==> src/rtl/sa_pkg.sv <==
// Shared sizing, types and state encoding for the 4x4 systolic job sequencer.
package sa_pkg;
   localparam int N     = 4;
   localparam int WIDTH = 16;
   localparam int CNT_W = 6;
   localparam int IDX_W = $clog2(N);

   typedef logic signed [WIDTH-1:0] data_t;
   typedef data_t [N-1:0] vec_t;
   typedef vec_t  [N-1:0] mat_t;

   typedef enum logic [1:0] {IDLE, LOAD_W, FEED, DONE} seq_state_e;

   // Last FEED count: the final (row N-1, column N-1) sum leaves the array here.
   function automatic int feed_last(input int pipe_depth);
      return 2 * (N - 1) + pipe_depth;
   endfunction
endpackage

==> src/rtl/sa_skew_feeder.sv <==
// Skews activation rows onto the array's left edge; one register stage, so it is driven with next-cycle count/enable.
// Row i carries A[cnt-i][i] while 0 <= cnt-i < N, otherwise zero.
module sa_skew_feeder
   import sa_pkg::*;
(
   input  logic             clk_i,
   input  logic             rst_ni,
   input  logic             en_i,
   input  logic [CNT_W-1:0] cnt_i,
   input  mat_t             a_i,
   output vec_t             left_o
);
   vec_t             left_d;
   vec_t             left_q;
   logic [CNT_W-1:0] diag;

   always_comb begin
      left_d = '0;
      diag   = '0;
      for (int i = 0; i < N; i++) begin
         diag = cnt_i - CNT_W'(i);
         if (en_i && (cnt_i >= CNT_W'(i)) && (diag < CNT_W'(N)))
            left_d[i] = a_i[diag[IDX_W-1:0]][i];
      end
   end

   always_ff @(posedge clk_i or negedge rst_ni) begin
      if (!rst_ni) left_q <= '0;
      else         left_q <= left_d;
   end

   assign left_o = left_q;
endmodule

==> src/rtl/sa_job_sequencer.sv <==
// Runs one 4x4 job: latch A/W, settle W, stream skewed A, de-skew the column sums into C.
// Result held on res_valid until res_ready; new jobs are refused until the result is taken.
module sa_job_sequencer
   import sa_pkg::*;
#(
   parameter int PIPE_DEPTH = 4,
   parameter int W_SETTLE   = 1
) (
   input  logic clk_i,
   input  logic rst_ni,
   input  logic start_i,
   output logic start_ready_o,
   input  mat_t a_in_i,
   input  mat_t w_in_i,
   output mat_t arr_weights_o,
   output vec_t arr_left_o,
   output vec_t arr_up_o,
   input  vec_t arr_down_i,
   output logic res_valid_o,
   input  logic res_ready_i,
   output mat_t res_c_o,
   output logic busy_o
);
   localparam logic [CNT_W-1:0] LAST_C   = CNT_W'(feed_last(PIPE_DEPTH));
   localparam logic [CNT_W-1:0] SETTLE_C = CNT_W'(W_SETTLE - 1);

   seq_state_e       state_d, state_q;
   logic [CNT_W-1:0] cnt_d, cnt_q;
   mat_t             a_d, a_q, w_d, w_q, c_d, c_q;
   logic             feed_d;
   logic             start_ready_q, busy_q, res_valid_q;

   always_comb begin
      state_d = state_q;
      cnt_d   = cnt_q;
      a_d     = a_q;
      w_d     = w_q;
      c_d     = c_q;
      case (state_q)
         IDLE: begin
            if (start_i) begin
               state_d = LOAD_W;
               cnt_d   = '0;
               a_d     = a_in_i;
               w_d     = w_in_i;
            end
         end
         LOAD_W: begin
            if (cnt_q == SETTLE_C) begin
               state_d = FEED;
               cnt_d   = '0;
            end else begin
               cnt_d = cnt_q + CNT_W'(1);
            end
         end
         FEED: begin
            // Sum for C[k][j] sits on column j exactly k+j+PIPE_DEPTH counts after feeding starts.
            for (int k = 0; k < N; k++)
               for (int j = 0; j < N; j++)
                  if (cnt_q == CNT_W'(k + j + PIPE_DEPTH))
                     c_d[k][j] = arr_down_i[j];
            if (cnt_q == LAST_C) state_d = DONE;
            else                 cnt_d   = cnt_q + CNT_W'(1);
         end
         DONE: begin
            if (res_ready_i) state_d = IDLE;
         end
         default: state_d = IDLE;
      endcase
      feed_d = (state_d == FEED);
   end

   always_ff @(posedge clk_i or negedge rst_ni) begin
      if (!rst_ni) begin
         state_q       <= IDLE;
         cnt_q         <= '0;
         a_q           <= '0;
         w_q           <= '0;
         c_q           <= '0;
         start_ready_q <= 1'b1;
         busy_q        <= 1'b0;
         res_valid_q   <= 1'b0;
      end else begin
         state_q       <= state_d;
         cnt_q         <= cnt_d;
         a_q           <= a_d;
         w_q           <= w_d;
         c_q           <= c_d;
         start_ready_q <= (state_d == IDLE);
         busy_q        <= (state_d != IDLE);
         res_valid_q   <= (state_d == DONE);
      end
   end

   sa_skew_feeder u_feeder (
      .clk_i  (clk_i),
      .rst_ni (rst_ni),
      .en_i   (feed_d),
      .cnt_i  (cnt_d),
      .a_i    (a_q),
      .left_o (arr_left_o)
   );

   assign arr_weights_o = w_q;
   assign arr_up_o      = '0;
   assign start_ready_o = start_ready_q;
   assign busy_o        = busy_q;
   assign res_valid_o   = res_valid_q;
   assign res_c_o       = c_q;
endmodule
==> config.mk <==
export PLATFORM = sky130hd
export DESIGN_NAME = sa_job_sequencer
export DESIGN_NICKNAME = d
export VERILOG_FILES = /design/src/rtl/sa_pkg.sv /design/src/rtl/sa_skew_feeder.sv /design/src/rtl/sa_job_sequencer.sv
export SDC_FILE = /design/constraint.sdc
export NUM_CORES = 1
export LEC_CHECK = 0
export ABC_AREA = 1
export CORE_AREA = 2 2 470 472
export DETAILED_ROUTE_END_ITERATION = 8
export DIE_AREA = 0 0 472 474
export PLACE_DENSITY = 0.44
export SLEW_MARGIN = 20
export SYNTH_ARGS = -nofsm -noshare
export SYNTH_HDL_FRONTEND = slang
export SYNTH_HIERARCHICAL = 1
export SYNTH_SLANG_ARGS = --single-unit
==> constraint.sdc <==
create_clock -name clk_i -period 2.98 [get_ports clk_i]
set_input_delay 0.596 -clock clk_i [delete_from_list [all_inputs] [get_ports clk_i]]
set_output_delay 0.596 -clock clk_i [all_outputs]
set_load 0.02 [all_outputs]
==> metrics.txt <==
DP Wirelength=132000 um; post-synthesis compound-gate area fraction=6.07%; fraction of layout cells with a size suffix above 1=5.57%; largest delay contributor family on the critical path=simple AND/OR/NAND/NOR gates; Synth area leaders=dfrtp_1 62%, nand2_1 21%, o21ai_0 3.6%; First-pass DRT Iterations=5; Finish-stage setup viols=0; Syn Inst Count=3949; power density cells=1090 nW/um^2; vias post-DR=30.6k; Initial Util=15.5%; Period Utilization, post-route=88.5%; Clock transition at path regs=60 ps; Critical Path Max Stage Delay=420 ps; vias per inst=3.78; max cap viols=0; final net count=5697; Fmax=379 MHz; vias in the first global route=31.7k; remaining antenna violation count=0; status=finished, final reports clean; Post-synth EDFFs=0; Tightest Hold Check Type=primary input to flop; post-synth top area share=62.1%; largest family of logic cells by synthesized area=simple AND/OR/NAND/NOR gates; Slew HR=28.9%; Buf+Inv Stages, Crit Path=7; R2R Setup Slk=340 ps; CP arrival=3290 ps; initial antenna violation count=66; Power Total=57.7 mW; gr ovfl total=0; synth cell count leaders=1920 x nand2_1, 842 x dfrtp_1, 288 x nor2_1, 247 x o21ai_0, 168 x inv_1; IO Pins=1223; Worst Setup Start Kind=flop; die width=472 um; CTS tree=done; core area=219000 um^2; Rows=172; crit-path cells=inv_1, ha_1, inv_1, nor2_1, nand2_1, nand2_1, nand2_1, nand2_4, inv_2, ha_2, buf_12, inv_1, buf_12, nor2_1, o21ai_0, nand2_1, inv_1, nor2_1; most common cell in the netlist=nand2_1; clock sink count=843; Ys Warns=6; largest net degree at the start of global routing=141; htree depth=3; die height=474 um; FF-to-FF path depth=18; largest area contributor in the synthesized netlist=dfrtp_1; Layout Utilization=24.2%; initial drt markers=2043; Critical Path End Type=flop; RSZ-0062 raised after global routing=false; FF+latch count, synth=843; count of different cell masters after synthesis=29; Post-Syn Area per Cell=8.59 um^2; Tmin final=2640 ps; Setup CP Type=flop to flop; average wire per standard cell=21.0 um; max-slew violation count=0; worst path required time=3630 ps; hold depth=3; DRC=0; Top FF cell, synth=dfrtp_1; routability cong.=0.869; Pleak=25.3 nW; RR Endpoint=u_feeder/left_o[21]; Worst Path Max Fanout=16; XOR/XNOR share of the synthesized area=0.0517%; worst skew pair latency=740 ps; endpoints failing hold=0; peak supply drop=0.000572 V; mux share of post-synthesis cell area=0%; final wirelength=170000 um; P&R area growth vs syn=55.9%; sequential share of the synthesized area=62.2%; Die ar.=224000 um^2; first-pass GRT wire length=239000 um; Total GRT Usage=14.8%; Hold Startpoint=a_in_i[54]; IO Port Bufs=1158; Synth async-reset ratio=100%; mapped cell area=33900 um^2; worst r2r src=cnt_q[0]; Simple-Gate Fraction of Synth Area=25.0%; Critical-path top delay cell=dfrtp_1; Final TNS setup=0 ps; hold path endpoint=a_q[54]; Num CTS Buffers=104; adder-cell share of the synthesized area=0.332%; final worst clock skew=63.6 ps; Worst Tran Pin Value=1070 ps; Clock Path Buffers=3; CTS Root Cell=clkbuf_16
-- worst reg2reg max path, delay by kind of cell, from the launching register on --
| family | cells | cell delay [ps] |
|---|---|---|
| AO/OA/AOI/OAI | 1 | 80 |
| adder cells (fa/ha/maj) | 2 | 570 |
| buffers and inverters | 7 | 640 |
| flip-flops | 1 | 420 |
| AND/OR/NAND/NOR | 8 | 840 |
-- where the power goes --
group | switching [mW] | internal, mW | leakage (nW)
sequential | 2.92 | 16.0 | 9.72
clock | 5.43 | 7.60 | 1.72
combinational | 15.5 | 10.3 | 13.9
total | 23.8 | 33.9 | 25.3
-- metrics by stage --
stage                     instance area [um^2]  cells  setup slack [ps]  hold WS [ps]
after detailed placement                 49200   7869              19.2           461
after floorplan                          34100   4012               131           300
final                                    52800   8086               342           383
after global placement                   49200   7869              57.5           456
after CTS                                52800   8061               196           264
after global routing                     52800   8076              33.1           320
-- flip-flops by register name, summed over array words and instances (netlist names) --
signal	flops
res_valid_o	1
arr_weights_o	256
cnt_q	6
a_q	256
busy_o	1
u_feeder/left_o	64
res_c_o	256
state_q	2
start_ready_o	1
-- worst max-delay path by stage --
| stage | from | endpoint | slack (ps) | cells after the start |
|---|---|---|---|---|
| after floorplan | cnt_q[0] | u_feeder/left_o[24] | 130 | 20 |
| after global placement | start_i | u_feeder/left_o[21] | 60 | 16 |
| after detailed placement | start_i | u_feeder/left_o[27] | 20 | 16 |
| after CTS | res_c_o[8] | res_c_o[8] | 200 | 1 |
| after global routing | cnt_q[0] | u_feeder/left_o[21] | 30 | 18 |
| final | cnt_q[0] | u_feeder/left_o[21] | 340 | 18 |
-- timing repair --
item / CTS / global route
buffers inserted: 0 / 3
setup endpoints to repair: 0 / 32
hold buffers: 1 / 0
endpoints found under the hold margin: 28 / 0
resized for setup: 0 / 2
-- per-layer routing --
metal  track usage (%)  wire [um]  vias to the layer above
met3              5.10      14500                      249
met5                 0         98                        -
met4              5.36       5870                       14
met1              16.5      65300                    14800
met2              25.9      84300                     1165
li1                  -          -                    14300
-- cell usage in the layout (no fill, tap or decap), drive strengths merged --
cell,n
nand2,1922
clkdlybuf4s50,1157
dfrtp,842
o21ai,385
nor2,289
inv,178
clkbuf,167
buf,106
conb,64
diode,22
nand3,22
a21oi,19
clkinv,14
ha,9
o211ai,4
nand4,3
bufinv,3
clkinvlp,2
xor2,1
o21bai,1
nor3,1
dlygate4sd3,1
dfstp,1
xnor2,1
and3,1
-- kinds of logic (layout without fill, tap and decap cells) --
family	count (synthesis)	after routing
and+or+nand+nor	2238	2238
DFF	843	843
buffers and inverters	447	1628
AOI/OAI and AO/OA	409	409
adders and majority gates	9	9
xor gates and xnor gates	2	2
other	1	86
-- area by class of cell --
class,count,area [um^2]
fillers,23800,166000
flip-flops and latches,843,21100
repair buffers,1264,12900
multi-input cells,2722,11000
well taps,2871,3590
clock buffers,167,3180
inverters,173,659
clock inverters,24,355
diodes,22,55.1
Power figures use the tool's default switching activity.
